--- src/rtl/wb_port_arbiter.sv ---
`default_nettype none
// ============================================================================
// Module   : wb_port_arbiter
// Purpose  : Shares the register-file write port between the in-order
//            pipeline write-back and an out-of-band multiply/divide unit.
//            The pipeline wins by default. A losing mul/div result is parked
//            in a one-entry buffer. A starvation counter forces a one-cycle
//            pipeline freeze so the parked result always retires.
// Revision : 1.0 - initial release
// ============================================================================
module wb_port_arbiter #(
  parameter int DATA_W       = 32,
  parameter int ADDR_W       = 5,
  parameter int STARVE_LIMIT = 4
) (
  input  logic              clk,
  input  logic              rst,
  input  logic              wb_reg_write,
  input  logic [DATA_W-1:0] wb_data,
  input  logic [ADDR_W-1:0] wb_dest,
  input  logic              md_valid,
  input  logic [DATA_W-1:0] md_data,
  input  logic [ADDR_W-1:0] md_dest,
  output logic              md_ready,
  output logic              rf_we,
  output logic [ADDR_W-1:0] rf_waddr,
  output logic [DATA_W-1:0] rf_wdata,
  output logic              pipe_stall,
  output logic              grant_md
);

  // Counter is wide enough to hold STARVE_LIMIT itself and saturates there.
  localparam int                CNT_W      = $clog2(STARVE_LIMIT + 1);
  localparam logic [CNT_W-1:0]  C_LIMIT    = CNT_W'(STARVE_LIMIT);
  localparam logic [CNT_W-1:0]  C_ONE      = CNT_W'(1);
  localparam logic [ADDR_W-1:0] C_ZERO_REG = '0;

  // The buffer is valid exactly when the state is HOLD or FORCE, so no
  // separate valid flop is kept.
  typedef enum logic [1:0] {
    S_IDLE  = 2'd0,
    S_HOLD  = 2'd1,
    S_FORCE = 2'd2
  } state_t;

  state_t              state_q, state_d;
  logic [CNT_W-1:0]    cnt_q, cnt_d;
  logic [ADDR_W-1:0]   buf_dest_q, buf_dest_d;
  logic [DATA_W-1:0]   buf_data_q, buf_data_d;
  logic                rf_we_q, rf_we_d;
  logic [ADDR_W-1:0]   rf_waddr_q, rf_waddr_d;
  logic [DATA_W-1:0]   rf_wdata_q, rf_wdata_d;
  logic                grant_md_q, grant_md_d;

  logic                w_pipe_wr;
  logic                w_md_xfer;
  logic                w_md_live;

  // Handshake and stall are pure state decodes so they never depend on
  // same-cycle inputs.
  assign md_ready   = (state_q == S_IDLE);
  assign pipe_stall = (state_q == S_FORCE);

  // A pipeline entry seen during the freeze is re-presented next cycle, so it
  // is not an effective write now. Writes to r0 are never real writes.
  assign w_pipe_wr  = wb_reg_write && (wb_dest != C_ZERO_REG) && !pipe_stall;
  assign w_md_xfer  = md_valid && md_ready;
  // A transferred result targeting r0 is consumed but has nothing to write.
  assign w_md_live  = w_md_xfer && (md_dest != C_ZERO_REG);

  assign rf_we    = rf_we_q;
  assign rf_waddr = rf_waddr_q;
  assign rf_wdata = rf_wdata_q;
  assign grant_md = grant_md_q;

  // Next-state, buffer and write-port decision for the coming edge.
  always_comb begin
    state_d    = state_q;
    cnt_d      = cnt_q;
    buf_dest_d = buf_dest_q;
    buf_data_d = buf_data_q;
    rf_we_d    = 1'b0;
    rf_waddr_d = rf_waddr_q;
    rf_wdata_d = rf_wdata_q;
    grant_md_d = 1'b0;

    case (state_q)
      S_IDLE: begin
        if (w_pipe_wr) begin
          rf_we_d    = 1'b1;
          rf_waddr_d = wb_dest;
          rf_wdata_d = wb_data;
          // The pipeline is younger: a same-dest mul/div result is stale and
          // simply dropped; otherwise it waits in the buffer.
          if (w_md_live && (md_dest != wb_dest)) begin
            buf_dest_d = md_dest;
            buf_data_d = md_data;
            cnt_d      = C_ONE;
            state_d    = S_HOLD;
          end
        end else if (w_md_live) begin
          rf_we_d    = 1'b1;
          rf_waddr_d = md_dest;
          rf_wdata_d = md_data;
          grant_md_d = 1'b1;
        end
      end

      S_HOLD: begin
        if (!w_pipe_wr) begin
          rf_we_d    = 1'b1;
          rf_waddr_d = buf_dest_q;
          rf_wdata_d = buf_data_q;
          grant_md_d = 1'b1;
          cnt_d      = '0;
          state_d    = S_IDLE;
        end else if (wb_dest == buf_dest_q) begin
          // Younger pipeline write supersedes the parked result.
          rf_we_d    = 1'b1;
          rf_waddr_d = wb_dest;
          rf_wdata_d = wb_data;
          cnt_d      = '0;
          state_d    = S_IDLE;
        end else begin
          rf_we_d    = 1'b1;
          rf_waddr_d = wb_dest;
          rf_wdata_d = wb_data;
          if (cnt_q >= (C_LIMIT - C_ONE)) begin
            cnt_d   = C_LIMIT;
            state_d = S_FORCE;
          end else begin
            cnt_d   = cnt_q + C_ONE;
          end
        end
      end

      S_FORCE: begin
        // Pipeline is frozen this cycle, so the buffer owns the port.
        rf_we_d    = 1'b1;
        rf_waddr_d = buf_dest_q;
        rf_wdata_d = buf_data_q;
        grant_md_d = 1'b1;
        cnt_d      = '0;
        state_d    = S_IDLE;
      end

      default: begin
        cnt_d   = '0;
        state_d = S_IDLE;
      end
    endcase
  end

  // State, buffer and registered write-port outputs; reset drops any buffer.
  always_ff @(posedge clk) begin
    if (rst) begin
      state_q    <= S_IDLE;
      cnt_q      <= '0;
      buf_dest_q <= '0;
      buf_data_q <= '0;
      rf_we_q    <= 1'b0;
      rf_waddr_q <= '0;
      rf_wdata_q <= '0;
      grant_md_q <= 1'b0;
    end else begin
      state_q    <= state_d;
      cnt_q      <= cnt_d;
      buf_dest_q <= buf_dest_d;
      buf_data_q <= buf_data_d;
      rf_we_q    <= rf_we_d;
      rf_waddr_q <= rf_waddr_d;
      rf_wdata_q <= rf_wdata_d;
      grant_md_q <= grant_md_d;
    end
  end

endmodule
`default_nettype wire

--- config.mk ---
export PLATFORM = sky130hd
export DESIGN_NAME = wb_port_arbiter
export DESIGN_NICKNAME = d
export VERILOG_FILES = /design/src/rtl/wb_port_arbiter.sv
export SDC_FILE = /design/constraint.sdc
export NUM_CORES = 1
export LEC_CHECK = 0
export CORE_ASPECT_RATIO = 1.25
export CORE_MARGIN = 5
export CORE_UTILIZATION = 48
export DETAILED_ROUTE_END_ITERATION = 8
export GPL_ROUTABILITY_DRIVEN = 0
export PLACE_DENSITY = 0.8
export SYNTH_ARGS = -nofsm -noshare
export SYNTH_HDL_FRONTEND = slang
export SYNTH_SLANG_ARGS = --single-unit
--- constraint.sdc ---
create_clock -name clk -period 2.3 [get_ports clk]
set_input_delay 0.575 -clock clk [delete_from_list [all_inputs] [get_ports clk]]
set_output_delay 0.575 -clock clk [all_outputs]
set_load 0.05 [all_outputs]
Word level (Yosys, flattened, before mapping)
Cells that the tools add are included.
{"block": "totals", "register_bits": 81, "input_bits": 78, "out_inout_bits": 41, "wordCells": 59}
{"block": "classes", "n_addsub": 1, "magnitude_cmp": 1, "eq_ne": 8, "n_mux": 26, "n_reduce_logical": 15}
{"operator": "$mux 32", "n": 3}
{"operator": "$pmux 32 s3", "n": 1}
{"operator": "$mux 3", "n": 5}
{"operator": "$mux 5", "n": 3}
{"operator": "$pmux 5 s3", "n": 1}
{"operator": "$mux 2", "n": 5}
{"operator": "$reduce_bool 5->1", "n": 2}
{"operator": "$pmux 3 s2", "n": 1}
{"operator": "$reduce_and 3->1", "n": 2}
{"operator": "$eq 5x5->1", "n": 1}
{"operator": "$logic_and 1x1->1", "n": 5}
{"operator": "$ne 5x5->1", "n": 1}
{"operator": "$mux 1", "n": 4}
{"operator": "$ne 2x1->1 const B", "n": 2}
{"operator": "$ne 4x4->1 const B", "n": 1}
{"operator": "$pmux 2 s2", "n": 1}
{"operator": "$reduce_and 2->1", "n": 2}
{"operator": "$add 3x1->3 const B", "n": 1}
{"operator": "$ge 3x2->1 const B", "n": 1}
{"operator": "$ne 3x1->1 const B", "n": 1}
{"operator": "$pmux 1 s3", "n": 1}
{"operator": "$reduce_bool 3->1", "n": 1}
{"operator": "$eq 2x1->1 const B", "n": 1}
{"operator": "$eq 2x2->1 const B", "n": 1}
{"operator": "other kinds (4)", "n": 4}

Logic depth before layout (Yosys ltp)
Gate-level depths: netlist of the first run.
{"block": "depth", "ltp_word": 7, "ltp_mapped": 9, "mapped_depth_nobuf": 7}

Least setup slack after synthesis of the first run
OpenSTA, ideal clock, no wires.
{"block": "synth_timing", "path_kind": "flip-flop to flip-flop", "from": "register state_q[0]", "to": "register rf_wdata_q[13] (netlist: rf_wdata[13])", "setup_time_ns": 0.117, "arrival_time_ns": 2.260, "required_time_ns": 2.183, "slack_ns": -0.077, "stages_incl_launch_ff": 9, "path_buffers": 2, "period_less_slack_ns": 2.377, "cell_sequence": "dfxtp_1 > inv_1 > ha_1 > and3b_1 > buf_2 > a21boi_1 > clkbuf_1 > a221o_1 > a32o_1"}
{"block": "synth_between", "elab_chain_cells": 5, "elab_cells_between_ends": 13, "cone_classes": "3 x eq/ne; 3 x mux; 7 x reduce/logical"}
{"element": "start, declared", "line": "46", "text": "state_t state_q, state_d;"}
{"element": "start signal, assigned", "line": "166", "text": "state_q <= state_d;"}
{"element": "$eq 2x2->1 *", "line": "62", "text": "assign pipe_stall = (state_q == S_FORCE);"}
{"element": "via pipe_stall", "line": "28", "text": "output logic pipe_stall,"}
{"element": "$logic_not 1->1", "line": "66", "text": "assign w_pipe_wr = wb_reg_write && (wb_dest != C_ZERO_REG) && !pipe_stall;"}
{"element": "$logic_and 1x1->1", "line": "66"}
{"element": "$mux 32 (tied with other cells)", "line": "110", "text": "if (!w_pipe_wr) begin"}
{"element": "$pmux 32 s3 / $reduce_and 2->1 (equally long branches)"}
{"element": "end signal, assigned", "line": "172", "text": "rf_wdata_q <= rf_wdata_d;"}
{"element": "end, declared", "line": "52", "text": "logic [DATA_W-1:0] rf_wdata_q, rf_wdata_d;"}
The timed path passes the listed nets; every way through them passes the cells marked *.
A chain may end at the register's enable or synchronous reset.

Worst setup path in the final report of the first run
{"block": "layout_timing", "from": "input port md_dest[2]", "to": "register cnt_q[2]"}
{"block": "layout_between", "elab_chain_cells": 5, "elab_cells_between_ends": 6, "cone_classes": "2 x eq/ne; 4 x reduce/logical"}
{"element": "start, declared", "line": "23", "text": "input logic [ADDR_W-1:0] md_dest,"}
{"element": "$reduce_bool 5->1", "line": "69", "text": "assign w_md_live = w_md_xfer && (md_dest != C_ZERO_REG);"}
{"element": "$logic_and 1x1->1", "line": "69"}
{"element": "$logic_and 1x1->1 *", "line": "95", "text": "if (w_md_live && (md_dest != wb_dest)) begin"}
{"element": "$ne 2x1->1 (no line) *"}
{"element": "$reduce_and 2->1 (no line) *"}
{"element": "end signal, assigned", "line": "167", "text": "cnt_q <= cnt_d;"}
{"element": "end, declared", "line": "47", "text": "logic [CNT_W-1:0] cnt_q, cnt_d;"}
Every way passes the cells marked *; elsewhere a longest branch is shown, timed or not.

==> flow_summary_export.csv, run 1 <==
group,metric,value,unit
synth,synth_ff_type,"dfxtp_1",
synth,avgSynthCellArea,9.073,sq um
timing,finalMaxSlewViolations,0,
synth,ys_ff_latch,81,
clocking,cts_buffer_depth,2,
timing,max_freq,0.4394,GHz
critical_path,crit_fanout,12,
critical_path,endpoint_kind,"register",
critical_path,reg2reg_from,"state_q[1]",
timing,fin_skew,0.01352,ns
timing,finalHoldViolCount,0,
drt,detail_route.wirelength,12690,um
clocking,h-tree-depth,3,
layout,stdcell_count,687,
die,ios,119,
synth,ys_async_sr_fraction,0,
critical_path,r2r_setup_slack,0.10,ns
pwr,p_per_area,994.8,mW/mm^2
clocking,cts_tree,"yes",
placed_design,dp_slack,-0.2898,ns
layout,syn_to_final_growth,41.65,%
die,num_rows,37,
pwr,peakVddDrop,0.6094,mV
synth,synthCells,454,
timing,setup-tns-final,0,ns
hold_path,hp-start,"rf_wdata[28]",
status,outcome,"completed",
timing,rsz0062_at_grt,"yes",
layout,final_area,0.005834,sq mm
clocking,cts.sinks,81,
run,max-cap-violations,0,
synth,syn_area,0.004119,sq mm
die,dieArea,0.01055,sq mm
timing,period_share,0.9895,
critical_path,crit_required,2.51,ns
synth,yosysSeqAreaShare,0.3937,
drt,drc,0,
synth,synthTopCellsByArea,"dfxtp_1, mux2i_1, a221o_1",
critical_path,path_class,"in -> reg",
layout,drive_above_1_share,0.1254,
drt,detail_route.vias_per_cell,6.130,
global_route,antenna_found_initial,0,
die,core,0.008287,sq mm
timing,slew_headroom,0.5637,
layout,fillCellCount,642,
timing,period_minus_slack,2.276,ns
timing,setup_ws,0.02406,ns
pwr,p_leak,2.343,nW
global_route,track_usage,0.2404,
layout,final_util,0.7041,
global_route,overflow,0,
drt,wire_per_inst,18.46,um
layout,n_antenna_cell,0,
layout,final_common_cell,"clkdlybuf4s50_1",
synth,yosys.area.top_type,"dfxtp_1",
placed_design,numPortBuffers,118,
timing,worst_slew_pin_slew,0.6505,ns
synth,synth_edf_count,0,
die,die_y,113.6,um
synth,yosysUniqueCellTypes,44,
timing,setup_viol,0,
drt,postRouteAntennaNets,0,
clocking,root_buffer,"clkbuf_8",
placed_design,dp_hpwl,9142,um
clocking,path_clk_slew,0.09,ns
die,initial_utilization,0.4971,
drt,dr_total_vias,4211,
drt,first_pass_iters,5,
clocking,cts_made_buffers,9,
layout,fin_nets,670,
critical_path,cp-startpoint,"md_dest[2]",
layout,layout_common_cells,"clkdlybuf4s50_1, dfxtp_1, nand2_1",
global_route,grt_pass1_vias,4292,
global_route,grt_pass1_wl,20720,um
clocking,cts-hold-fix-buffers,0,
placed_design,placed_area,0.005624,sq mm
synth,yosys_warnings,0,
clocking,insertion_delay,0.35,ns
drt,drtIter0Drc,325,
global_route,grt_start_max_net_pins,37,
critical_path,startpoint_type,"primary input",
synth,syn_nets,539,
placed_design,dp_cells,671,
hold_path,min_path_type,"reg -> reg",
synth,synth_top_area_share,0.3937,
die,dieWidth,92.86,um
critical_path,crit_arrival,2.49,ns
metrics by stage:
stage	total power, mW	hold WS (ns)
after floorplan	3.716	0.4564
after global placement	4.678	0.4464
after detailed placement	4.757	0.4551
after CTS	5.811	0.4765
after global routing	6.081	0.5022
final	5.804	0.4742
routing by layer:
layer	wire length (um)	track usage	vias to the layer above	part of all wire
met4	229	0.07918	0	0.018
met1	4999	0.2931	2035	0.39
met2	6594	0.4301	206	0.52
met5	0	0	-	0
li1	-	-	1946	-
met3	862	0.03628	24	0.068
logic make-up after synthesis:
logic type	share of synthesized area
simple gates	0.1713
compound gates	0.2372
flops	0.3937
buf+inv	0.06288
mux	0.09234
xor+xnor	0.02126
fa+ha+maj	0.02126
registers in the layout, indices dropped and copies added (netlist names):
name,cells
cnt_q,3
rf_we,1
rf_wdata,32
state_q,2
buf_data_q,32
buf_dest_q,5
grant_md,1
rf_waddr,5
timing repair:
item,CTS,global route
resized for setup,0,2
setup buffers,0,0
setup endpoints to repair,0,3
hold endpoints to repair,0,0
where the power goes:
group / internal, mW / leakage, nW / switching, mW
clock: 0.512 / 0.104 / 0.546
combinational: 1.22 / 1.57 / 1.70
sequential: 1.67 / 0.666 / 0.159
total: 3.40 / 2.34 / 2.40
layout make-up:
| cell class | instances | area (sq um) | area share |
|---|---|---|---|
| clock buffers | 9 | 123.9 | 0.02123 |
| clock inverters | 7 | 75.07 | 0.01287 |
| inverters | 6 | 22.52 | 0.003860 |
| multi-input cells | 326 | 2260 | 0.3873 |
| flip-flops and latches | 81 | 1622 | 0.2779 |
| well taps | 97 | 121.4 | 0.02080 |
| repair buffers | 161 | 1610 | 0.2760 |
cells in the mapped netlist, types with 2 or more instances:
cell,instances
a211oi_1,3
a21boi_1,2
a21oi_1,10
a221o_1,34
a22o_1,5
a22oi_1,3
a31oi_1,2
a32o_1,30
a32oi_1,2
and2_1,2
buf_2,12
buf_6,9
clkbuf_1,20
dfxtp_1,81
ha_1,7
inv_1,5
mux2i_1,38
nand2_1,74
nand2b_1,2
nand3_1,35
nor2_1,42
nor2b_1,2
nor3_1,2
o211a_1,2
o211ai_1,2
o21a_1,2
xnor2_1,5
xor2_1,5
path summary, 6_finish.rpt:
kind	end	depth (start not counted)
worst max register to register	rf_wdata[20]	7
worst min register to register	rf_wdata[28]	1
worst max-delay path	cnt_q[2]	7
worst min-delay path	rf_wdata[28]	1
critical path, stage by stage:
cell and delay (ns):
clkdlybuf4s50_1 0.46, or4_4 0.56, o211a_1 0.26, o211a_4 0.18, buf_12 0.15, o211ai_1 0.18
a21oi_1 0.11
(Power assumes the default switching activity.)
==> run 2: changes to the inputs <==
--- a/config.mk
+++ b/config.mk
@@ -11,6 +11,7 @@
 export DETAILED_ROUTE_END_ITERATION = 8
 export GPL_ROUTABILITY_DRIVEN = 0
 export PLACE_DENSITY = 0.8
+export RECOVER_POWER = 50
 export SYNTH_ARGS = -nofsm -noshare
 export SYNTH_HDL_FRONTEND = slang
 export SYNTH_SLANG_ARGS = --single-unit
==> run 2 against run 1 <==
Sequential cell count stayed put. Combinational power is 2% lower. Hold slack worse by 0.0061 ns. Worst setup slack worse by 0.0014 ns.
==> flow_summary_export.csv, run 2 (synthesized netlist as in run 1, its figures left out) <==
group,metric,value,unit
drt,detail_route.vias_per_cell,6.083,
critical_path,path_buf_inv,2,
die,num_rows,37,
global_route,overflow,0,
layout,n_antenna_cell,0,
timing,period_minus_slack,2.277,ns
placed_design,numPortBuffers,118,
drt,postRouteAntennaNets,0,
global_route,grt_pass1_wl,20720,um
clocking,h-tree-depth,3,
critical_path,crit_required,2.51,ns
critical_path,path_class,"in -> reg",
timing,finalHoldViolCount,0,
layout,final_common_cell,"dfxtp_1",
critical_path,worst_path_max_delay_cell,"or4_4",
timing,finalMaxSlewViolations,0,
pwr,p_leak,2.422,nW
timing,slew_headroom,0.5638,
layout,fin_nets,670,
timing,max_freq,0.4391,GHz
die,dieWidth,92.86,um
global_route,track_usage,0.2404,
drt,first_pass_iters,6,
drt,drtIter0Drc,344,
timing,period_share,0.9901,
critical_path,crit_arrival,2.49,ns
clocking,insertion_delay,0.35,ns
die,core,0.008287,sq mm
critical_path,cp_top_family,"compound AO/OA/AOI/OAI gates",
hold_path,min_path_type,"reg -> reg",
pwr,peakVddDrop,0.6079,mV
timing,worst_slew_pin_slew,0.6503,ns
placed_design,placed_area,0.005624,sq mm
timing,rsz0062_at_grt,"yes",
critical_path,crit_chain,"clkdlybuf4s50_1 > or4_4 > o211a_1 > o211a_4 > buf_12 > o211ai_1 > a21oi_1",
clocking,post_cts_buffers,0,
drt,dr_total_vias,4179,
clocking,cts_buffer_depth,2,
critical_path,startpoint_type,"primary input",
global_route,grt_start_max_net_pins,37,
timing,setup-tns-final,0,ns
drt,detail_route.wirelength,12660,um
layout,stdcell_count,687,
die,dieArea,0.01055,sq mm
critical_path,crit_fanout,12,
layout,layout_common_cells,"dfxtp_1, clkdlybuf4s50_1, nand2_1",
placed_design,dp_cells,671,
layout,drive_above_1_share,0.1237,
run,max-cap-violations,0,
placed_design,dp_hpwl,9142,um
critical_path,crit_path_max_incr_delay,0.56,ns
clocking,cts_made_buffers,9,
status,outcome,"completed",
timing,fin_skew,0.01000,ns
clocking,root_buffer,"clkbuf_8",
drt,wire_per_inst,18.43,um
clocking,path_clk_slew,0.09,ns
drt,drc,0,
critical_path,endpoint_kind,"register",
clocking,cts.sinks,81,
die,ios,119,
layout,final_area,0.005831,sq mm
die,initial_utilization,0.4971,
pwr,p_per_area,982.7,mW/mm^2
layout,syn_to_final_growth,41.56,%
global_route,grt_pass1_vias,4292,
global_route,antenna_found_initial,0,
die,die_y,113.6,um
timing,setup_viol,0,
clocking,cts_tree,"yes",
run 2: cell types whose count changed in the layout (fill, tap and decap cells not counted):
cell / change
buf_4: -1
clkbuf_1: +1
clkdlybuf4s50_1: -36
dlygate4sd3_1: +36
run 2: cell type report:
class,instances,area (sq um)
Multi-Input combinational cell,326,2260
Inverter,6,22.52
Tap cell,97,121.4
Clock buffer,9,123.9
Clock inverter,7,75.07
Fill cell,641,2456
Sequential cell,81,1622
Timing Repair Buffer,161,1607
run 2: repair_timing:
item	CTS	global route
gates resized for setup	0	2
endpoints found under the setup margin	0	3
hold buffers	0	0
run 2: path summary, 6_finish.rpt:
check / from / to / slack [ns] / depth (start not counted)
worst max-delay path: md_dest[2] / cnt_q[2] / 0.02 / 7
worst min register to register: rf_wdata[28] / rf_wdata[28] / 0.47 / 1
worst min-delay path: rf_wdata[28] / rf_wdata[28] / 0.47 / 1
worst max register to register: state_q[1] / rf_wdata[20] / 0.09 / 7
run 2: power breakdown:
group	internal, mW	total [mW]	leakage, nW	switching (mW)
combinational	1.16	2.86	1.65	1.69
clock	0.512	1.06	0.104	0.546
sequential	1.67	1.82	0.666	0.150
run 2: routing by layer:
layer / GRT usage / up-vias / routed length [um]
met5: 0 / - / 0
met4: 0.07918 / 0 / 254
met3: 0.03628 / 30 / 884
met2: 0.4301 / 210 / 6602
met1: 0.2931 / 1995 / 4919
li1: - / 1944 / -
run 2: per-stage QoR:
step / util / power [mW] / worst slack [ns] / hold slack, ns
2_1_floorplan: - / 3.716 / 0.09032 / 0.4564
3_3_place_gp: 0.6787 / 4.678 / -0.2484 / 0.4464
3_5_place_dp: 0.6787 / 4.757 / -0.2898 / 0.4551
4_1_cts: 0.7027 / 5.811 / 0.02602 / 0.4765
5_1_grt: 0.7036 / 6.010 / -0.01181 / 0.4970
6_report: 0.7036 / 5.730 / 0.02267 / 0.4681
